$ cat src/rtl/bus_pkg.sv
// Shared definitions for the two-master strobe/ack bus arbiter.
package bus_pkg;

   localparam int unsigned ADR_W = 32;
   localparam int unsigned DAT_W = 32;

   // Read data returned to a master whose transfer was terminated by the watchdog
   localparam logic [DAT_W-1:0] ERR_DATA_DEF = 32'hDEAD_BEEF;

   typedef enum logic [1:0] {
      ST_IDLE = 2'd0,
      ST_G0   = 2'd1,
      ST_G1   = 2'd2
   } state_t;

endpackage

$ cat src/rtl/rr_arb2.sv
// Two-request round-robin picker: on a tie the master not granted last wins.
module rr_arb2 (
   input  logic [1:0] i_req,
   input  logic       i_last,   // 0: master 0 granted last, 1: master 1 granted last
   output logic [1:0] o_gnt     // one-hot pick, 2'b00 when nothing requested
);

   // Pick a single requester; ties broken against the last winner
   always_comb begin
      o_gnt = '0;
      case (i_req)
         2'b01:   o_gnt = 2'b01;
         2'b10:   o_gnt = 2'b10;
         2'b11:   o_gnt = i_last ? 2'b01 : 2'b10;
         default: o_gnt = '0;
      endcase
   end

endmodule

$ cat src/rtl/bus_arbiter2.sv
// Two-master / one-slave strobe-ack bus arbiter with round-robin priority
// and a bus-timeout watchdog. A dead IDLE cycle always separates grants.
module bus_arbiter2
   import bus_pkg::*;
#(
   parameter int unsigned            TIMEOUT_CYC = 16,            // minimum 2
   parameter logic [DAT_W-1:0]       ERR_DATA    = ERR_DATA_DEF
) (
   input  logic             iCLK,
   input  logic             iRST,
   // master 0
   input  logic             iM0_STB,
   input  logic             iM0_WE,
   input  logic [ADR_W-1:0] iM0_ADR,
   input  logic [DAT_W-1:0] iM0_DAT,
   output logic [DAT_W-1:0] oM0_DAT,
   output logic             oM0_ACK,
   output logic             oM0_ERR,
   // master 1
   input  logic             iM1_STB,
   input  logic             iM1_WE,
   input  logic [ADR_W-1:0] iM1_ADR,
   input  logic [DAT_W-1:0] iM1_DAT,
   output logic [DAT_W-1:0] oM1_DAT,
   output logic             oM1_ACK,
   output logic             oM1_ERR,
   // slave
   output logic             oS_STB,
   output logic             oS_WE,
   output logic [ADR_W-1:0] oS_ADR,
   output logic [DAT_W-1:0] oS_DAT,
   input  logic [DAT_W-1:0] iS_DAT,
   input  logic             iS_ACK,
   // status
   output logic [1:0]       oGNT
);

   localparam int unsigned   CNT_W    = (TIMEOUT_CYC > 2) ? $clog2(TIMEOUT_CYC) : 1;
   localparam logic [CNT_W-1:0] CNT_LAST = CNT_W'(TIMEOUT_CYC - 1);

   state_t           r_state;
   state_t           w_state_nxt;
   logic             r_last;
   logic             w_last_nxt;
   logic [CNT_W-1:0] r_cnt;
   logic [CNT_W-1:0] w_cnt_nxt;
   logic [1:0]       w_pick;

   // selected-master view, valid only in a grant state
   logic             w_sel_stb;
   logic             w_sel_we;
   logic [ADR_W-1:0] w_sel_adr;
   logic [DAT_W-1:0] w_sel_dat;
   logic             w_ack;
   logic             w_err;
   logic [DAT_W-1:0] w_rdat;

   rr_arb2 u_rr (
      .i_req  ({iM1_STB, iM0_STB}),
      .i_last (r_last),
      .o_gnt  (w_pick)
   );

   // State, last-grant pointer and watchdog counter
   always_ff @(posedge iCLK or posedge iRST) begin
      if (iRST) begin
         r_state <= ST_IDLE;
         r_last  <= 1'b1;
         r_cnt   <= '0;
      end else begin
         r_state <= w_state_nxt;
         r_last  <= w_last_nxt;
         r_cnt   <= w_cnt_nxt;
      end
   end

   // Next-state, termination decision and output muxing; the granted master's
   // request is resolved once (ACK > timeout > keep waiting) and then routed
   // back to whichever master owns the grant.
   always_comb begin
      w_state_nxt = r_state;
      w_last_nxt  = r_last;
      w_cnt_nxt   = r_cnt;
      w_sel_stb   = 1'b0;
      w_sel_we    = 1'b0;
      w_sel_adr   = '0;
      w_sel_dat   = '0;
      w_ack       = 1'b0;
      w_err       = 1'b0;
      w_rdat      = '0;
      oS_STB      = 1'b0;
      oS_WE       = 1'b0;
      oS_ADR      = '0;
      oS_DAT      = '0;
      oM0_ACK     = 1'b0;
      oM0_ERR     = 1'b0;
      oM0_DAT     = '0;
      oM1_ACK     = 1'b0;
      oM1_ERR     = 1'b0;
      oM1_DAT     = '0;
      oGNT        = 2'b00;

      case (r_state)
         ST_G0: begin
            w_sel_stb = iM0_STB;
            w_sel_we  = iM0_WE;
            w_sel_adr = iM0_ADR;
            w_sel_dat = iM0_DAT;
            oGNT      = 2'b01;
         end
         ST_G1: begin
            w_sel_stb = iM1_STB;
            w_sel_we  = iM1_WE;
            w_sel_adr = iM1_ADR;
            w_sel_dat = iM1_DAT;
            oGNT      = 2'b10;
         end
         default: ;
      endcase

      case (r_state)
         ST_IDLE: begin
            w_cnt_nxt = '0;
            if (w_pick == 2'b01) begin
               w_state_nxt = ST_G0;
               w_last_nxt  = 1'b0;
            end else if (w_pick == 2'b10) begin
               w_state_nxt = ST_G1;
               w_last_nxt  = 1'b1;
            end
         end
         ST_G0, ST_G1: begin
            if (w_sel_stb) begin
               oS_STB = 1'b1;
               oS_WE  = w_sel_we;
               oS_ADR = w_sel_adr;
               oS_DAT = w_sel_dat;
            end
            if (!w_sel_stb) begin
               // master withdrew: abort without ACK
               w_state_nxt = ST_IDLE;
               w_cnt_nxt   = '0;
            end else if (iS_ACK) begin
               w_ack       = 1'b1;
               w_rdat      = w_sel_we ? '0 : iS_DAT;
               w_state_nxt = ST_IDLE;
               w_cnt_nxt   = '0;
            end else if (r_cnt == CNT_LAST) begin
               w_ack       = 1'b1;
               w_err       = 1'b1;
               w_rdat      = w_sel_we ? '0 : ERR_DATA;
               w_state_nxt = ST_IDLE;
               w_cnt_nxt   = '0;
            end else begin
               w_cnt_nxt = r_cnt + CNT_W'(1);
            end
         end
         default: begin
            w_state_nxt = ST_IDLE;
            w_cnt_nxt   = '0;
         end
      endcase

      if (r_state == ST_G0) begin
         oM0_ACK = w_ack;
         oM0_ERR = w_err;
         oM0_DAT = w_rdat;
      end else if (r_state == ST_G1) begin
         oM1_ACK = w_ack;
         oM1_ERR = w_err;
         oM1_DAT = w_rdat;
      end
   end

endmodule

$ cat config.mk
export PLATFORM = sky130hd
export DESIGN_NAME = bus_arbiter2
export DESIGN_NICKNAME = d
export VERILOG_FILES = /design/src/rtl/bus_pkg.sv /design/src/rtl/rr_arb2.sv /design/src/rtl/bus_arbiter2.sv
export SDC_FILE = /design/constraint.sdc
export NUM_CORES = 1
export LEC_CHECK = 0
export ABC_AREA = 1
export CORE_AREA = 2 2 119 121
export CTS_CLUSTER_SIZE = 30
export DETAILED_ROUTE_END_ITERATION = 6
export DIE_AREA = 0 0 121 123
export PLACE_DENSITY_LB_ADDON = 0.15
export SLEW_MARGIN = 15
export SYNTH_ARGS = -nofsm -noshare
export SYNTH_HDL_FRONTEND = slang
export SYNTH_SLANG_ARGS = --single-unit
$ cat constraint.sdc
create_clock -name iCLK -period 3.8 [get_ports iCLK]
set_input_delay 1.14 -clock iCLK [delete_from_list [all_inputs] [get_ports iCLK]]
set_output_delay 1.14 -clock iCLK [all_outputs]
set_load 0.02 [all_outputs]
# Yosys cells after proc, flatten, opt, wreduce, memory -nomap -nowiden
# Cells that the tools add are included.
[totals] reg_bits=7 mem_count=0 latch_bits=0 ram_bits=0 romBits=0
[op_classes] n_addsub=1 shift=0 bitwise_logic=0 reduce_logical=5 order_cmp=0 n_mul=0 eq_ne=10 n_mux=49 div=0
[op_table] op="32-bit two-way mux" count=13
[op_table] op="32-bit case mux with 2 select lines" count=2
[op_table] op="1-bit two-way mux" count=19
[op_table] op="4-bit two-way mux" count=4
[op_table] op="2-bit two-way mux" count=6
[op_table] op="2-bit == test, second input constant" count=4
[op_table] op="2-bit case mux with 2 select lines" count=2
[op_table] op="2-bit by 1-bit == test with 1-bit output, second input constant" count=3
[op_table] op="2-bit case mux with 3 select lines" count=1
[op_table] op="4-bit by 1-bit adder with 4-bit output, second input constant" count=1
[op_table] op="4-bit == test, second input constant" count=1
[op_table] op="4-bit != test, second input constant" count=1
[op_table] op="1-bit case mux with 2 select lines" count=2
[op_table] op="2-bit AND reduction" count=2
[op_table] op="3-bit != test, second input constant" count=1
[op_table] op="2-bit logical NOT" count=1
[op_table] op="2-bit nonzero test" count=1
[op_table] op="2-bit OR reduction" count=1

# Logic depth before layout (Yosys ltp)
# Gate-level depths: netlist of the first run.
[logic_depth] depth_word=9 ltp_mapped=10

# By module
# Synthesis of the first run repeated with hierarchy kept, for this count alone.
[unflattened] hier_cells=393 hier_area_um2=1955.6
[modules_own_cells] mod="bus_arbiter2" n_inst=1 cells_each=388 area_each_um2=1934.4
[modules_own_cells] mod="rr_arb2" n_inst=1 cells_each=5 area_each_um2=21.3

# Worst setup path before layout of the first run
# Ideal clock, no wire load.
[synth_path] path_kind="input port to output port" startpoint="input iM1_STB" endpoint="output oS_ADR[0]" path_buffers=2 path_stages=6 required_time_ps=2660 setup_slack_ps=627 arrival_time_ps=2033 cell_sequence="nand2_1 > nand2_2 > nand2_4 > buf_4 > buf_2 > a21oi_1"
[synth_via] elab_chain_len=3
[synth_lines] item="start, declared" line="bus_arbiter2.sv:20" text="input logic iM1_STB,"
[synth_lines] item="1-bit case mux with 2 select lines" line="bus_arbiter2.sv:103" text="case (r_state)"
[synth_lines] item="32-bit two-way mux" line="bus_arbiter2.sv:133" text="if (w_sel_stb) begin"
[synth_lines] item="32-bit two-way mux" line="bus_arbiter2.sv:121" text="case (r_state)"
[synth_lines] item="end, declared" line="bus_arbiter2.sv:30" text="output logic [ADR_W-1:0] oS_ADR,"
# No other way between the ends.

# Final worst setup path of the first run
[layout_path] startpoint="input iM0_STB" endpoint="output oM0_DAT[22]"
[layout_via] elab_chain_len=4
[layout_lines] item="start, declared" line="bus_arbiter2.sv:12" text="input logic iM0_STB,"
[layout_lines] item="1-bit case mux with 2 select lines" line="bus_arbiter2.sv:103"
[layout_lines] item="32-bit two-way mux" line="bus_arbiter2.sv:139" text="if (!w_sel_stb) begin"
[layout_lines] item="32-bit two-way mux" line="bus_arbiter2.sv:121"
[layout_lines] item="32-bit two-way mux" line="bus_arbiter2.sv:164" text="if (r_state == ST_G0) begin"
[layout_lines] item="end, declared" line="bus_arbiter2.sv:16" text="output logic [DAT_W-1:0] oM0_DAT,"
# No other way between the ends.

==> qor.tcl, run 1 <==
set qor(synth_cell_type_count) 25
set qor(place.gp.congestion) 0.800
set qor(worst_path_max_delay_cell) {clkdlybuf4s50_1}
set qor(globalRouteMet2Util_pct) 29.1
set qor(fin_crit_ns) 3.73
set qor(numClockSinks) 7
set qor(die-area_mm2) 0.0149
set qor(grt_start_max_net_pins) 68
set qor(holdPathEnd) {r_cnt[0]}
set qor(r2r_slack_ns) 1.81
set qor(ctsHoldBuffers) 0
set qor(routed_wire_length_per_instance_um) 14.8
set qor(max-vdd-ir-drop_v) 0.000145
set qor(boundaryPins) 303
set qor(place_inst) 860
set qor(hold_path.startpoint) {r_cnt[0]}
set qor(postSynthRegisterBits) 7
set qor(cts_tree) {done}
set qor(max_freq_mhz) 268
set qor(fp_rows) 43
set qor(final_cells) 871
set qor(min_period_over_period_pct) 98.1
set qor(via_count_of_the_first_global_routing_pass) 3469
set qor(synth-compound-area-share_pct) 23.7
set qor(first_iter_violations) 131
set qor(dpl.hpwl_um) 9740
set qor(worst_r2r_startpoint) {r_state[1]}
set qor(final_layout_size_suffix_gt1_share_pct) 26.6
set qor(clock_latency_ns) 0.23
set qor(num-fill-cells) 1524
set qor(overflow) 0
set qor(yosysMostFrequentCell) {nand2_1}
set qor(synth-seq-area-share_pct) 9.04
set qor(max_stage_delay_ns) 0.48
set qor(grt.busiest_layer) {met2}
set qor(synth_ff_type) {dfrtp_1}
set qor(nets) 866
set qor(post_synth.cell_area_avg_um2) 5.00
set qor(yosys.area_share.xor_xnor_pct) 0.897
set qor(clk_pin_slew_ns) 0.04
set qor(clock_skew_ns) 0.000616
set qor(post_synth_and_or_nand_nor_area_fraction_pct) 50.1
set qor(coreArea_mm2) 0.0136
set qor(synthesis.instances) 390
set qor(critPathBufInv) 3
set qor(finalInstanceArea_mm2) 0.00477
set qor(endpoint_kind) {primary output}
set qor(synth_warnings) 0
set qor(criticalPathCategory) {primary input to primary output}
set qor(hp-class) {flop to flop}
set qor(relSlewSlack_pct) 60.3
set qor(synthesis.nets) 564
set qor(ant_nets) 0
set qor(setup-violations-final) 0
set qor(layout_setup_ws_ns) 0.0721
set qor(post_synth_mux_area_share_pct) 0
set qor(yosys.area.top_type_share_pct) 27.7
set qor(startpoint_type) {primary input}
set qor(worst_ep_arrival_time_ns) 2.59
set qor(numCtsBuffers) 3
set qor(die_height_um) 123
set qor(clock-root-buffer) {clkbuf_16}
set qor(yosysTopAreaCell) {nand2_1}
set qor(groute.layer.met3.usage_pct) 4.01
set qor(worst_slew_pin_slew_ns) 0.596
set qor(detailed_place.area_mm2) 0.00519
set qor(critical_path.max_fanout) 6
set qor(hold_path_depth) 1
set qor(run_status) {finished clean}
set qor(n_antenna_cell) 0
set qor(worst_hold_margin_ns) 0.469
set qor(cts_max_level) 1
set qor(detailedPlace.worstSlack_ns) -0.406
set qor(synth_area_leaders) {nand2_1, a21oi_1, nor2_1}
set qor(timing.final.max_slew_violations) 0
set qor(cp.required_ns) 2.66
set qor(via_count_normalized_by_instance_count) 4.20
set qor(grt_pass1_wl_um) 18000
set qor(die-width_um) 121
set qor(grt_setup_unrepaired) {yes}
set qor(fin_total_pwr_mw) 1.41
set qor(synth-edff-count) 0
set qor(cts.path.max_buffers) 2
set qor(detail_route.drc_violations) 0
set qor(cellLeakagePower_nw) 2.21
set qor(rr_endpoint) {r_state[0]}
set qor(buffer_ports.inserted) 302
set qor(track_usage_pct) 14.9
set qor(grt_antenna_before_repair) 0
set qor(crit_chain) {clkdlybuf4s50_1 -> nand2_1 -> nand2_2 -> nand2_4 -> nor2_4 -> buf_4 -> nand3_1 -> nor2_1 -> buf_4}
set qor(layout-area-overhead-vs-synth_pct) 145
set qor(routed_wirelength_um) 12900
set qor(syn_area_mm2) 0.00195
set qor(globalRouteMet1Util_pct) 16.5
set qor(drt-pass1-iter-count) 4
set qor(timing.critical_path.max_delay_family) {buffers and inverters}
set qor(proportion_of_register_bits_with_asynchronous_set_or_reset_after_synthesis_pct) 100
set qor(synth_top_family_by_area) {simple AND/OR/NAND/NOR gates}
set qor(worst_reg2reg_path_length_in_cells) 11
set qor(crit_top_cell) {buf_4}
set qor(floorplan.initialDensity_pct) 14.3
set qor(total_of_max_cap_violations) 0
set qor(powerDensity_mw_per_mm2) 295
set qor(route.vias.total) 3654
set qor(synthAdderAreaFrac_pct) 4.49
set qor(synth.top_cells.by_count) {nand2_1, a21oi_1, nor2_1}
set qor(finalHoldViolations) 0
set qor(crit_path_start) {iM0_STB}
-- state kept, by name, summed over array words and instances, names as in the netlist --
register,cells
r_cnt,4
r_state,2
r_last,1
-- worst max-delay path by stage --
| stage | end | depth (start not counted) |
|---|---|---|
| finish | oM0_DAT[22] | 9 |
| CTS | oM1_DAT[7] | 8 |
| global placement | oM0_DAT[12] | 8 |
| detailed placement | oM0_DAT[12] | 8 |
| floorplan | oS_ADR[0] | 6 |
| global route | oM0_DAT[22] | 9 |
-- repair_timing --
action / CTS / global route
endpoints found under the setup margin: 132 / 130
cloned: 0 / 3
buffers inserted: 0 / 4
pin swaps: 0 / 1
resized for setup: 275 / 194
-- worst reg2reg max path, delay by kind of cell, from the launching register on --
kind / cells / cell delay, ns
AND/OR/NAND/NOR: 6 / 0.57
buffers and inverters: 4 / 0.47
flip-flops: 1 / 0.41
adder cells (fa/ha/maj): 1 / 0.43
-- final cells by class --
type	instances	area, um2	share of cell area [%]
Clock buffer	4	78.8	1.65
Inverter	15	56.3	1.18
Multi-Input combinational cell	340	1630	34.1
Sequential cell	7	176	3.69
Tap cell	180	225	4.72
Timing Repair Buffer	325	2610	54.7
-- power breakdown --
group | switching, mW | internal (mW) | leakage [nW]
registers | 0.0116 | 0.0945 | 0.0925
clock network | 0.0374 | 0.139 | 0.0382
logic | 0.695 | 0.429 | 2.08
-- cell usage in the layout, fill, tap and decap left out, types with 11 or more instances in the layout --
cell and count:
clkdlybuf4s50_1 168, nand2_1 144, clkbuf_2 73, a21oi_1 65, nor2_1 62, buf_2 47
buf_4 32, o21ai_0 17, inv_1 12, nand3_1 11, nor2_2 11
-- logic make-up (layout without fill, tap and decap cells) --
logic type / after synthesis / count (layout)
AND/OR/NAND/NOR: 236 / 239
XOR/XNOR: 2 / 2
flip-flops: 7 / 7
buffers and inverters: 46 / 344
AO/OA/AOI/OAI: 92 / 92
adder cells (fa/ha/maj): 7 / 7
-- metal layers --
metal	vias to the layer above	wire length, um
li1	1841	-
met4	0	165
met3	14	1280
met5	-	0
met2	198	6720
met1	1601	4770
-- through the flow --
stage               setup TNS, ns  utilization (%)
global route               -0.262             35.1
detailed placement         -38.55             38.2
floorplan                       0                -
finish                          0             35.1
global placement           -37.74             38.2
CTS                        -0.268             38.9
(Power assumes the default switching activity.)
==> inputs of run 2 (changes only) <==
--- a/config.mk
+++ b/config.mk
@@ -11,7 +11,7 @@
 export DETAILED_ROUTE_END_ITERATION = 6
 export DIE_AREA = 0 0 121 123
 export PLACE_DENSITY_LB_ADDON = 0.15
-export SLEW_MARGIN = 15
+export SLEW_MARGIN = 20
 export SYNTH_ARGS = -nofsm -noshare
 export SYNTH_HDL_FRONTEND = slang
 export SYNTH_SLANG_ARGS = --single-unit
==> constraint.sdc (replaced) <==
create_clock -name iCLK -period 3.8 [get_ports iCLK]
set_input_delay 0.76 -clock iCLK [delete_from_list [all_inputs] [get_ports iCLK]]
set_output_delay 0.76 -clock iCLK [all_outputs]
set_load 0.02 [all_outputs]
==> run 2 against run 1 <==
Against the previous run:
- clock power barely moved
- via count fell by 2.3%
- critical path depth fell by 2
- worst setup slack improved by 0.16 ns
- first-iteration DRC count rose by 5.3%
- combinational power fell by 4%
- count of clock-buffer cells in the layout did not move
- hold slack got worse by 0.0031 ns
- sequential share of layout area fell by 0.28 points
- critical path type unchanged
==> qor.tcl, run 2 (synthesis gave the netlist of run 1 again) <==
set qor(cts_resized) 0 ;# -100%
set qor(cts.path.max_buffers) 2 ;# unchanged
set qor(setup_total_negative_slack_ns) 0 ;# unchanged
set qor(clk_pin_slew_ns) 0.03 ;# about the same
set qor(total_of_max_cap_violations) 0 ;# unchanged
set qor(startpoint_type) {primary input}
set qor(top_regs) {r_cnt: 4 flops, r_state: 2 flops, r_last: 1 flops}
set qor(die_height_um) 123 ;# unchanged
set qor(worst_reg2reg_path_length_in_cells) 9 ;# -2
set qor(routed_wirelength_um) 13000 ;# +0.30%
set qor(routed_wire_length_per_instance_um) 15.2 ;# +2.7%
set qor(max_stage_delay_ns) 0.57 ;# +0.09 ns
set qor(detail_route.drc_violations) 0 ;# unchanged
set qor(power_report.internal_total_mw) 0.661 ;# -0.17%
set qor(worst_path_max_delay_cell) {clkdlybuf4s50_1}
set qor(coreArea_mm2) 0.0136 ;# unchanged
set qor(seq_power_share_pct) 7.8 ;# +0.3 points
set qor(power.clock.fraction_pct) 13.2 ;# +0.6 points
set qor(ant_nets) 0 ;# unchanged
set qor(finalHoldViolations) 0 ;# unchanged
set qor(boundaryPins) 303 ;# unchanged
set qor(layout_commonest_cell) {clkdlybuf4s50_1}
set qor(n_antenna_cell) 0 ;# unchanged
set qor(worst_hold_margin_ns) 0.466 ;# -0.00306 ns
set qor(nets) 846 ;# -2.3%
set qor(postCtsSetupRepairBufs) 0 ;# unchanged
set qor(hold_path_depth) 1 ;# unchanged
set qor(floorplan.initialDensity_pct) 14.3 ;# unchanged
set qor(holdPathEnd) {r_cnt[0]}
set qor(layout_setup_ws_ns) 0.228 ;# +0.156 ns
set qor(worst_r2r_startpoint) {r_state[0]}
set qor(comb_power_share_pct) 79.1 ;# -0.8 points
set qor(overflow) 0 ;# unchanged
set qor(grt_pass1_wl_um) 18700 ;# +4.1%
set qor(cts_max_level) 1 ;# unchanged
set qor(cp.required_ns) 3.04 ;# +0.38 ns
set qor(min_period_over_period_pct) 94.0 ;# -4.1 points
set qor(relSlewSlack_pct) 55.7 ;# -4.5 points
set qor(p_switching_mw) 0.706 ;# -5.1%
set qor(numCtsBuffers) 3 ;# unchanged
set qor(timing.critical_path.max_delay_family) {buffers and inverters}
set qor(fin_crit_ns) 3.57 ;# -0.156 ns
set qor(max_freq_mhz) 280 ;# +4.4%
set qor(cts_tree) {done}
set qor(critical_path.max_fanout) 64 ;# +58
set qor(timing.final.max_slew_violations) 0 ;# unchanged
set qor(die-width_um) 121 ;# unchanged
set qor(hp-class) {flop to flop}
set qor(r2r_slack_ns) 2.09 ;# +0.28 ns
set qor(first_iter_violations) 138 ;# +5.3%
set qor(critPathBufInv) 3 ;# unchanged
set qor(crit_chain) {clkdlybuf4s50_1 -> nand2_1 -> nand2_2 -> nand2_4 -> buf_4 -> a21oi_1 -> clkdlybuf4s50_1}
set qor(layout_common_cells) {clkdlybuf4s50_1, nand2_1, a21oi_1}
set qor(via_count_normalized_by_instance_count) 4.19 ;# about the same
set qor(endpoint_kind) {primary output}
set qor(hold_path.startpoint) {r_cnt[0]}
set qor(cellLeakagePower_nw) 1.89 ;# -15%
set qor(drt-pass1-iter-count) 4 ;# unchanged
set qor(grt_antenna_before_repair) 0 ;# unchanged
set qor(place_inst) 847 ;# -1.5%
set qor(die-area_mm2) 0.0149 ;# unchanged
set qor(clock_latency_ns) 0.23 ;# about the same
set qor(grt_start_max_net_pins) 65 ;# -4.4%
set qor(final_cells) 851 ;# -2.3%
set qor(fp_rows) 43 ;# unchanged
set qor(route.vias.total) 3569 ;# -2.3%
set qor(dpl.hpwl_um) 10500 ;# +7.8%
set qor(setup-violations-final) 0 ;# unchanged
set qor(rr_endpoint) {r_state[0]}
set qor(run_status) {finished clean}
set qor(switching_share_pct) 51.6 ;# -1.3 points
set qor(place.gp.congestion) 0.838 ;# +4.7%
set qor(final_layout_size_suffix_gt1_share_pct) 4.47 ;# -22 points
set qor(detailedPlace.worstSlack_ns) 0.227 ;# +0.633 ns
set qor(registers.top_by_ff_count) {r_cnt}
set qor(powerDensity_mw_per_mm2) 265 ;# -10%
set qor(clock-root-buffer) {clkbuf_16}
set qor(buffer_ports.inserted) 302 ;# unchanged
set qor(largest_register_ffs) 4 ;# unchanged
set qor(via_count_of_the_first_global_routing_pass) 3484 ;# +0.43%
set qor(worst_slew_pin_slew_ns) 0.664 ;# +0.0683 ns
set qor(crit_top_cell) {clkdlybuf4s50_1}
set qor(worst_ep_arrival_time_ns) 2.81 ;# +0.22 ns
set qor(layout-area-overhead-vs-synth_pct) 164
set qor(criticalPathCategory) {primary input to primary output}
set qor(numClockSinks) 7 ;# unchanged
set qor(grt_setup_unrepaired) {no}
set qor(ctsHoldBuffers) 0 ;# unchanged
set qor(max-vdd-ir-drop_v) 0.000153 ;# +5.7%
set qor(track_usage_pct) 15.8 ;# +0.93 points
set qor(clock_skew_ns) 0.00307 ;# +0.00246 ns
run 2: cell types whose count changed in the layout (fill, tap and decap cells not counted), moves of 4 or more:
cell and delta:
clkbuf_2 -73, buf_4 -27, buf_12 -4, buf_2 -47
nand2_8 -4, clkdlybuf4s50_1 +134
run 2: metrics by stage:
step                power [mW]  util (%)  instance area [um2]
finish                    1.37      37.9                 5160
global route              1.49      37.9                 5160
CTS                       1.39      37.9                 5150
detailed placement        1.20      37.3                 5080
global placement          1.20      37.3                 5080
floorplan                0.746         -                 1950
run 2: metal layers:
| metal | share of wire [%] | wire (um) | up-vias | track usage, % |
|---|---|---|---|---|
| met5 | 0 | 0 | - | 0 |
| met4 | 0.70 | 91 | 0 | 1.74 |
| met3 | 10 | 1300 | 6 | 5.26 |
| met2 | 53 | 6920 | 180 | 31.4 |
| met1 | 36 | 4650 | 1585 | 16.6 |
| li1 | - | - | 1798 | - |
run 2: cell type report:
class,count,area (um2)
Inverter,15,56.3
Fill cell,1445,8450
Sequential cell,7,176
Timing Repair Buffer,308,3070
Multi-Input combinational cell,337,1550
Tap cell,180,225
Clock buffer,4,78.8
run 2: worst max-delay path by stage:
stage | from | end | depth (start not counted)
6_report | iM1_STB | oS_ADR[21] | 7
5_1_grt | iM1_STB | oS_ADR[21] | 7
4_1_cts | r_state[1] | oS_DAT[24] | 7
3_5_place_dp | iM1_STB | oS_ADR[12] | 7
3_3_place_gp | iM1_STB | oS_ADR[20] | 7
2_1_floorplan | r_state[1] | oS_ADR[0] | 9
run 2: power by group through the flow:
stage / Combinational (mW) / Clock (mW) / Sequential, mW
CTS: 1.10 / 0.183 / 0.106
global route: 1.19 / 0.190 / 0.110
floorplan: 0.642 / 0 / 0.104
finish: 1.08 / 0.180 / 0.106
global placement: 1.09 / 0 / 0.107
detailed placement: 1.09 / 0 / 0.107
